<file path="src/rtl/cv32e40px_pkg.sv">
// Shared types for the cv.elw event controller: FSM states, config register map
// and the bundled config request.
package cv32e40px_pkg;

  typedef enum logic [2:0] {
    ELW_IDLE  = 3'd0,
    ELW_WAIT  = 3'd1,
    ELW_SLEEP = 3'd2,
    ELW_WAKE  = 3'd3,
    ELW_RESP  = 3'd4
  } elw_state_e;

  localparam logic [1:0] ELW_REG_MASK    = 2'd0;
  localparam logic [1:0] ELW_REG_PENDING = 2'd1;
  localparam logic [1:0] ELW_REG_BUF_CLR = 2'd2;

  typedef struct packed {
    logic        req;
    logic        we;
    logic [1:0]  addr;
    logic [31:0] wdata;
  } elw_cfg_req_t;

endpackage

</file>
<file path="src/rtl/cv32e40px_ff_one.sv">
// Lowest-set-bit finder: index of the least significant 1 in in_i.
module cv32e40px_ff_one #(
  parameter int LEN   = 8,
  parameter int IDX_W = (LEN > 1) ? $clog2(LEN) : 1
) (
  input  logic [LEN-1:0]   in_i,
  output logic [IDX_W-1:0] first_one_o,
  output logic             no_ones_o
);

  // Scan from the top so the lowest set bit is the last one written.
  always_comb begin
    first_one_o = '0;
    for (int i = LEN - 1; i >= 0; i--) begin
      if (in_i[i]) first_one_o = IDX_W'(i);
    end
  end

  assign no_ones_o = ~|in_i;

endmodule

</file>
<file path="src/rtl/cv32e40px_elw_event_ctrl.sv">
// cv.elw event unit: pending/mask event registers, sleep/wake FSM and the
// core clock enable.
module cv32e40px_elw_event_ctrl
  import cv32e40px_pkg::*;
#(
  parameter int N_EVENTS = 8
) (
  input  logic                clk_i,
  input  logic                rst_n,
  input  logic [N_EVENTS-1:0] event_i,
  input  logic                cfg_req_i,
  input  logic                cfg_we_i,
  input  logic [1:0]          cfg_addr_i,
  input  logic [31:0]         cfg_wdata_i,
  output logic [31:0]         cfg_rdata_o,
  input  logic                elw_req_i,
  output logic                elw_gnt_o,
  output logic                elw_rvalid_o,
  output logic [31:0]         elw_rdata_o,
  input  logic                core_sleep_i,
  input  logic                debug_req_i,
  output logic                pulp_clock_en_o
);

  localparam int ID_W = (N_EVENTS > 1) ? $clog2(N_EVENTS) : 1;

  elw_cfg_req_t        cfg;
  elw_state_e          state_q, state_d;
  logic [N_EVENTS-1:0] mask_q, mask_d, pend_q, pend_d;
  logic [N_EVENTS-1:0] clr_wr, clr_resp, pend_seen, hit;
  logic [ID_W-1:0]     hit_id, id_q;
  logic                fire, no_hit, clken_q;
  logic                unused_wdata;

  assign cfg = '{req: cfg_req_i, we: cfg_we_i, addr: cfg_addr_i, wdata: cfg_wdata_i};
  assign unused_wdata = ^cfg.wdata;

  always_comb begin
    mask_d = mask_q;
    clr_wr = '0;
    if (cfg.req && cfg.we) begin
      unique case (cfg.addr)
        ELW_REG_MASK:                    mask_d = cfg.wdata[N_EVENTS-1:0];
        ELW_REG_PENDING, ELW_REG_BUF_CLR: clr_wr = cfg.wdata[N_EVENTS-1:0];
        default: ;
      endcase
    end
  end

  always_comb begin
    clr_resp = '0;
    if (state_q == ELW_RESP) clr_resp[id_q] = 1'b1;
  end

  // Fire looks at this cycle's writes and events so the FSM reacts without
  // waiting a cycle for the registers; new events always beat clears.
  assign pend_seen = (pend_q & ~clr_wr) | event_i;
  assign pend_d    = (pend_q & ~clr_wr & ~clr_resp) | event_i;
  assign hit       = pend_seen & mask_d;
  assign fire      = ~no_hit;

  cv32e40px_ff_one #(
    .LEN   (N_EVENTS),
    .IDX_W (ID_W)
  ) u_ff_one (
    .in_i        (hit),
    .first_one_o (hit_id),
    .no_ones_o   (no_hit)
  );

  always_ff @(posedge clk_i) begin
    if (!rst_n) begin
      mask_q <= '0;
      pend_q <= '0;
      id_q   <= '0;
    end else begin
      mask_q <= mask_d;
      pend_q <= pend_d;
      if (state_d == ELW_RESP) id_q <= hit_id;
    end
  end

  // State register; the clock enable is registered from the next state so it
  // changes only on the edge.
  always_ff @(posedge clk_i) begin
    if (!rst_n) begin
      state_q <= ELW_IDLE;
      clken_q <= 1'b1;
    end else begin
      state_q <= state_d;
      clken_q <= (state_d != ELW_SLEEP);
    end
  end

  always_comb begin
    state_d = state_q;
    unique case (state_q)
      ELW_IDLE:  if (elw_req_i) state_d = ELW_WAIT;
      ELW_WAIT: begin
        if (fire)                              state_d = ELW_RESP;
        else if (core_sleep_i && !debug_req_i) state_d = ELW_SLEEP;
      end
      ELW_SLEEP: if (fire || debug_req_i) state_d = ELW_WAKE;
      ELW_WAKE:  state_d = fire ? ELW_RESP : ELW_WAIT;
      ELW_RESP:  state_d = ELW_IDLE;
      default:   state_d = ELW_IDLE;
    endcase
  end

  always_comb begin
    elw_gnt_o           = (state_q == ELW_IDLE) && elw_req_i;
    elw_rvalid_o        = (state_q == ELW_RESP) && clken_q;
    elw_rdata_o         = '0;
    if (elw_rvalid_o) elw_rdata_o[ID_W-1:0] = id_q;
    pulp_clock_en_o     = clken_q;
  end

  always_comb begin
    cfg_rdata_o = '0;
    if (cfg.req) begin
      unique case (cfg.addr)
        ELW_REG_MASK:    cfg_rdata_o[N_EVENTS-1:0] = mask_q;
        ELW_REG_PENDING: cfg_rdata_o[N_EVENTS-1:0] = pend_q;
        default: ;
      endcase
    end
  end

endmodule

</file>
<file path="config.mk">
export PLATFORM = sky130hd
export DESIGN_NAME = cv32e40px_elw_event_ctrl
export DESIGN_NICKNAME = d
export VERILOG_FILES = /design/src/rtl/cv32e40px_pkg.sv /design/src/rtl/cv32e40px_ff_one.sv /design/src/rtl/cv32e40px_elw_event_ctrl.sv
export SDC_FILE = /design/constraint.sdc
export NUM_CORES = 1
export LEC_CHECK = 0
export ABC_AREA = 1
export BUFFER_PORTS_ARGS = -buffer_cell sky130_fd_sc_hd__buf_2
export CAP_MARGIN = 10
export CELL_PAD_IN_SITES_DETAIL_PLACEMENT = 2
export CELL_PAD_IN_SITES_GLOBAL_PLACEMENT = 2
export CORE_UTILIZATION = 20
export CTS_CLUSTER_DIAMETER = 80
export DETAILED_ROUTE_END_ITERATION = 16
export PLACE_DENSITY_LB_ADDON = 0.3
export SETUP_SLACK_MARGIN = 0.15
export SLEW_MARGIN = 25
export SYNTH_ARGS = -nofsm -noshare
export SYNTH_HDL_FRONTEND = slang
export SYNTH_HIERARCHICAL = 1
export SYNTH_SLANG_ARGS = --single-unit
</file>
<file path="constraint.sdc">
create_clock -name clk_i -period 2.41 [get_ports clk_i]
set_clock_uncertainty 0.2 [all_clocks]
set_input_delay 0.241 -clock clk_i [delete_from_list [all_inputs] [get_ports clk_i]]
set_output_delay 0.241 -clock clk_i [all_outputs]
set_load 0.01 [all_outputs]
</file>
=== Word-level counts from Yosys, hierarchy flattened ===
Cells that the tools add are included.

* Register bits: 23
* Bits of input ports: 49

* $lt $le $gt $ge: 2
* Equal/unequal tests: 8
* Multiplexer cells: 24
* Bitwise operators: 7
* Reductions and logical operators: 11

{| class="wikitable"
|+ Operators by type and width
! kind !! number
|-
| 2-to-1 mux 8 bit || 6
|-
| 2-to-1 mux 3 bit || 14
|-
| AND 8 bit || 3
|-
| NOT 8 bit || 2
|-
| bitwise OR 8 bit || 2
|-
| case mux 8 bit (2 select lines) || 1
|-
| case mux 3 bit (4 select lines) || 1
|-
| OR reduction 8 bit || 1
|-
| equality test 3 x 2 -> 1 bit, second input constant || 2
|-
| equality test 3 bit, second input constant || 2
|-
| logical AND 1 bit || 5
|-
| less-than comparator 3 x 4 -> 1 bit, second input constant || 1
|-
| demux 1 bit (select 3 bit) || 1
|-
| equality test 3 x 1 -> 1 bit, second input constant || 1
|-
| >= comparator 3 x 1 -> 1 bit, second input constant || 1
|-
| zero test 3 bit || 1
|-
| inequality test 3 x 2 -> 1 bit, second input constant || 1
|-
| equality test 2 x 1 -> 1 bit, second input constant || 1
|-
| equality test 2 bit, second input constant || 1
|-
| zero test 2 bit || 1
|-
| OR reduction 2 bit || 1
|-
| zero test 1 bit || 1
|-
| logical OR 1 bit || 1
|-
| 2-to-1 mux 1 bit || 1
|}

=== Logic depth before layout (Yosys ltp) ===
* Depth after elaboration: 16
* Depth in mapped cells: 17
* Gate-level depth less buffers: 16

=== Modules after synthesis ===
Netlist, hierarchy kept.

{| class="wikitable"
|+ By module, submodules not included
! module !! instances !! cells an instance !! area each (sq um) !! seq. area each (sq um)
|-
| cv32e40px_elw_event_ctrl || 1 || 252 || 1696.6 || 460.4
|-
| cv32e40px_ff_one || 1 || 21 || 101.3 || 0.0
|}

=== Worst setup path after synthesis ===
OpenSTA, ideal clock, no wires.

* Path kind: input port to flip-flop
* Start point: input port cfg_addr_i[0]
* End point: register id_q[0]
* Setup time: 0.070 ns
* Data arrival time: 1.980 ns
* Required time: 2.140 ns
* Path slack: 0.160 ns
* Stages on the path: 14
* Path buffers: 2
* Cell sequence: inv_1 ha_1 buf_6 nand3_4 buf_6 nand2_2 o21ai_2 nor2_1 or2_4 nor4_2 inv_1 nand3_1 o21ai_0 a21oi_1

* Elaborated cells between the ends (all ways): 27

{| class="wikitable"
|+ RTL lines
! what !! line !! source
|-
| start, declared || cv32e40px_elw_event_ctrl.sv:13 || <nowiki>input logic [1:0] cfg_addr_i,</nowiki>
|-
| equality test 2 x 1 -> 1 bit or equality test 2 bit (tied branches) || cv32e40px_elw_event_ctrl.sv:42 || <nowiki>unique case (cfg.addr)</nowiki>
|-
| OR reduction 2 bit || cv32e40px_elw_event_ctrl.sv:42 ||
|-
| 2-to-1 mux 8 bit || cv32e40px_elw_event_ctrl.sv:42 ||
|-
| 2-to-1 mux 8 bit || cv32e40px_elw_event_ctrl.sv:41 || <nowiki>if (cfg.req && cfg.we) begin</nowiki>
|-
| NOT 8 bit || cv32e40px_elw_event_ctrl.sv:57 || <nowiki>assign pend_seen = (pend_q & ~clr_wr) | event_i;</nowiki>
|-
| AND 8 bit || cv32e40px_elw_event_ctrl.sv:57 ||
|-
| bitwise OR 8 bit || cv32e40px_elw_event_ctrl.sv:57 ||
|-
| AND 8 bit (*) || cv32e40px_elw_event_ctrl.sv:59 || <nowiki>assign hit = pend_seen & mask_d;</nowiki>
|-
| via hit[6] || cv32e40px_elw_event_ctrl.sv:30 || <nowiki>logic [N_EVENTS-1:0] clr_wr, clr_resp, pend_seen, hit;</nowiki>
|-
| 2-to-1 mux 3 bit (7 in a row) || cv32e40px_ff_one.sv:15 || <nowiki>if (in_i[i]) first_one_o = IDX_W'(i);</nowiki>
|-
| end signal, assigned || cv32e40px_elw_event_ctrl.sv:79 || <nowiki>if (state_d == ELW_RESP) id_q <= hit_id;</nowiki>
|-
| end, declared || cv32e40px_elw_event_ctrl.sv:31 || <nowiki>logic [ID_W-1:0] hit_id, id_q;</nowiki>
|}

The timed path passes the listed nets; every way through them passes the cells marked *.
A chain may end at the register's enable or synchronous reset.

=== Worst setup path after layout ===
* Start point: input port cfg_addr_i[0]
* End point: register state_q[0]

* Word-level cells in the longest chain between the ends: 12
* Elaborated cells between the ends (all ways): 18

{| class="wikitable"
|+ Ends and longest elaborated chain
! what !! line !! source
|-
| equality test 2 x 1 -> 1 bit or equality test 2 bit (tied branches) || cv32e40px_elw_event_ctrl.sv:42 ||
|-
| OR reduction 2 bit || cv32e40px_elw_event_ctrl.sv:42 ||
|-
| 2-to-1 mux 8 bit || cv32e40px_elw_event_ctrl.sv:42 ||
|-
| 2-to-1 mux 8 bit || cv32e40px_elw_event_ctrl.sv:41 ||
|-
| NOT 8 bit || cv32e40px_elw_event_ctrl.sv:57 ||
|-
| AND 8 bit || cv32e40px_elw_event_ctrl.sv:57 ||
|-
| bitwise OR 8 bit || cv32e40px_elw_event_ctrl.sv:57 ||
|-
| AND 8 bit (*) || cv32e40px_elw_event_ctrl.sv:59 ||
|-
| via hit[6] || cv32e40px_elw_event_ctrl.sv:30 ||
|-
| OR reduction 8 bit (*) || cv32e40px_ff_one.sv:19 || <nowiki>assign no_ones_o = ~|in_i;</nowiki>
|-
| logical OR 1 bit || cv32e40px_elw_event_ctrl.sv:103 || <nowiki>ELW_SLEEP: if (fire || debug_req_i) state_d = ELW_WAKE;</nowiki>
|-
| 2-to-1 mux 3 bit || cv32e40px_elw_event_ctrl.sv:103 ||
|-
| case mux 3 bit (4 select lines) (*) || cv32e40px_elw_event_ctrl.sv:97 || <nowiki>unique case (state_q)</nowiki>
|-
| end signal, assigned || cv32e40px_elw_event_ctrl.sv:90 || <nowiki>state_q <= state_d;</nowiki>
|-
| end, declared || cv32e40px_elw_event_ctrl.sv:28 || <nowiki>elw_state_e state_q, state_d;</nowiki>
|}

Marks and branches as above.

==> impl_results.md <==
- Top post-synthesis cells by count: nand2_1, buf_4, nor2_1
- Area inside the core boundary: 8721 um2
- HPWL after DPL: 4.335 mm
- Share of layout cells above drive strength 1: 35.45%
- Via count of the first global-routing pass: 1897
- Proportion of synthesized chip area in sequential cells: 25.61%
- Final critical-path share of the clock period: 96.86%
- Hold buffer count at cts: 0
- Required time of the worst setup path: 2.42 ns
- Post-route insts no fill: 455
- Final global-route overflow total: 0
- Placed cell count: 437
- Fmax achieved: 0.4284 GHz
- Setup_tns: 0 ns
- Max stage delay on crit path: 0.27 ns
- Number of CTS-inserted buffers: 3
- Type of the tightest min-delay check: in -> reg
- Maximum ir drop on the vdd rail: 0.0001603 V
- PortBufs: 38
- CP cell instances: buf_8 -> inv_4 -> ha_4 -> inv_2 -> nor2_4 -> buf_6 -> nand2_2 -> a21oi_2 -> nor2_2 -> or2_4 -> nor4_4 -> buf_4 -> inv_4 -> nor2_4 -> nand2_1 -> nand3_1 -> nand2_2 -> nor2_2
- Crit path time final: 2.334 ns
- Post-synthesis to final-layout area growth: 28.81%
- Number of inserted diodes: 0
- Clock tree from TritonCTS: done
- Starting Density: 20.62%
- Outcome: complete, no violations
- RSZ-0062 raised after global routing: true
- Cell accounting for the most synthesized area: dfxtp_1
- Number of flops mapped to enable cells by yosys: 0
- Total track usage: 12.27%
- # fillers: 1081
- Maximum Capacitance Violations: 0
- Setup crit end kind: flip-flop
- Vias: 1779
- H-tree lvl count: 1
- Num ports: 116
- Number of antenna violations at the first check in global routing: 0
- Total Power: 997.6 uW
- Count of yosys warnings during synthesis: 6
- Crit path max fanout: 3
- Number of design rule violations left after detail routing: 0
- Multi-input gate area: 1036 um2
- Worst setup slack after placement: -0.2300 ns
- Storage element area: 460.4 um2
- First-pass GRT wire length: 9.232 mm
- Post-synth ARST share: 0%
- Netlist area before placement: 1798 um2
- Floorplan die area: 9373 um2
- Slew Limit Fails: 0
- Final non-filler cell area: 2316 um2
- Critical Path AT: 2.35 ns
- Root Driver: clkbuf_8
- Critical Setup Path Class: in -> reg
- Floorplan die width: 96.82 um
- CTS max path bufs: 2
- Cell variety after synth: 23
- Layout Nets: 399
- Most used standard cell by instance count after synthesis: nand2_1
- Per-cell via count in the routed design: 3.910
- Largest net degree at the start of global routing: 14
- Slowest library cell on the worst path: or2_4
- Final RePlAce weighted congestion: 0.8193
- Post-synthesis instance total: 273
- #FFs+latches synth: 23
- Fraction of post-synthesis cell area in the top cell type by area: 25.61%
- Flip-flop cell with the highest count after synthesis: dfxtp_1
- Post-detailed-routing wire length: 5.586 mm
- Clock network latency to the later pin of the worst-skew pair: 0.27 ns
- Count of TritonRoute iterations in the first routing pass: 4
- Reg clk slew, reported paths: 0.09 ns
- Core Rows: 34
- Detail-routed net length per standard cell: 12.28 um
- Final critical-path setup slack: 0.07563 ns
- Leakage component of the power: 1.176 nW
- Count of final setup violators: 0
- Endpoints failing hold: 0
- Areal power density over the cells: 430.8 nW/um2
- DIE HEIGHT: 96.82 um
- Dpl cell area: 2067 um2
- Synthesized area per cell: 6.586 um2
- Cell types with the largest area share after synthesis: dfxtp_1, buf_4, nand2_1
- Drt initial violations: 24
- Detail Route Antenna Nets: 0
- Startpoint class of the critical path: input pin
- # clock sinks: 23
cell type report:
cell class / count / share of cell area, %
inverters: 34 / 5.835
multi-input cells: 210 / 44.73
clock inverters: 1 / 0.2161
clock buffers: 3 / 1.783
flip-flops and latches: 23 / 19.88
repair buffers: 76 / 21.72
well taps: 108 / 5.835
path summary, 6_finish.rpt:
kind | start | end | slack (ns) | depth (start not counted)
worst max-delay path | cfg_addr_i[0] | state_q[0] | 0.08 | 18
worst min-delay path | event_i[7] | pend_q[7] | 0.03 | 3
worst max register to register | mask_q[2] | id_q[1] | 0.36 | 14
worst min register to register | pend_q[7] | pend_q[7] | 0.35 | 2
registers in the layout, summed over array words and instances (netlist names):
name,count
mask_q,8
id_q,3
pend_q,8
pulp_clock_en_o,1
state_q,3
metal layers:
metal / vias to the layer above / track usage (%) / routed length (um)
li1: 888 / - / -
met1: 838 / 15.49 / 2521
met2: 49 / 21.45 / 2757
met3: 4 / 2.240 / 256
met4: 0 / 2.985 / 50
met5: - / 0 / 0
layout by cell type, fill, tap and decap left out, types with 2 or more instances in the layout:
cell type   n
conb_1     53
nand2_1    52
buf_2      36
buf_4      36
nor2_1     35
inv_1      25
dfxtp_1    23
a21oi_1    15
nand2_2     9
nand4_1     7
inv_2       6
o21ai_2     6
a21oi_2     6
nand3_1     6
nor2_2      4
o21ai_0     4
inv_4       3
nor2_4      3
clkbuf_8    3
nand3_2     2
buf_8       2
buf_6       2
power breakdown:
group          leakage, nW  internal, mW  switching, mW
Combinational        0.961         0.127          0.193
Sequential           0.189         0.403         0.0199
Clock               0.0255         0.116          0.139
Total                 1.18         0.647          0.351
critical path: cells and delay by family:
kind,cells,cell delay [ns]
AOI/OAI and AO/OA,1,0.17
and+or+nand+nor,10,1.17
adders and majority gates,1,0.25
buffers and inverters,6,0.50
per-stage QoR:
step | hold WS, ns | util (%)
after floorplan | 0.1703 | -
after global placement | 0.3086 | 23.70
after detailed placement | 0.3053 | 23.70
after CTS | 0.01610 | 25.93
after global routing | 0.04137 | 26.56
final | 0.02544 | 26.56
cells by family (layout without fill, tap and decap cells):
family | count (synthesis) | count (layout) | synth area share [%]
and+or+nand+nor | 122 | 122 | 30.13
adders and majority gates | 2 | 2 | 1.392
buffers and inverters | 92 | 114 | 31.11
other | 1 | 53 | 0.2086
AOI/OAI and AO/OA | 33 | 33 | 11.55
DFF | 23 | 23 | 25.61
repair_timing:
item	CTS	global route
endpoints found under the setup margin	7	7
resized for setup	17	12
buffers inserted	12	2
endpoints found under the hold margin	0	0
pin swaps	11	6
Power figures use the tool's default switching activity.
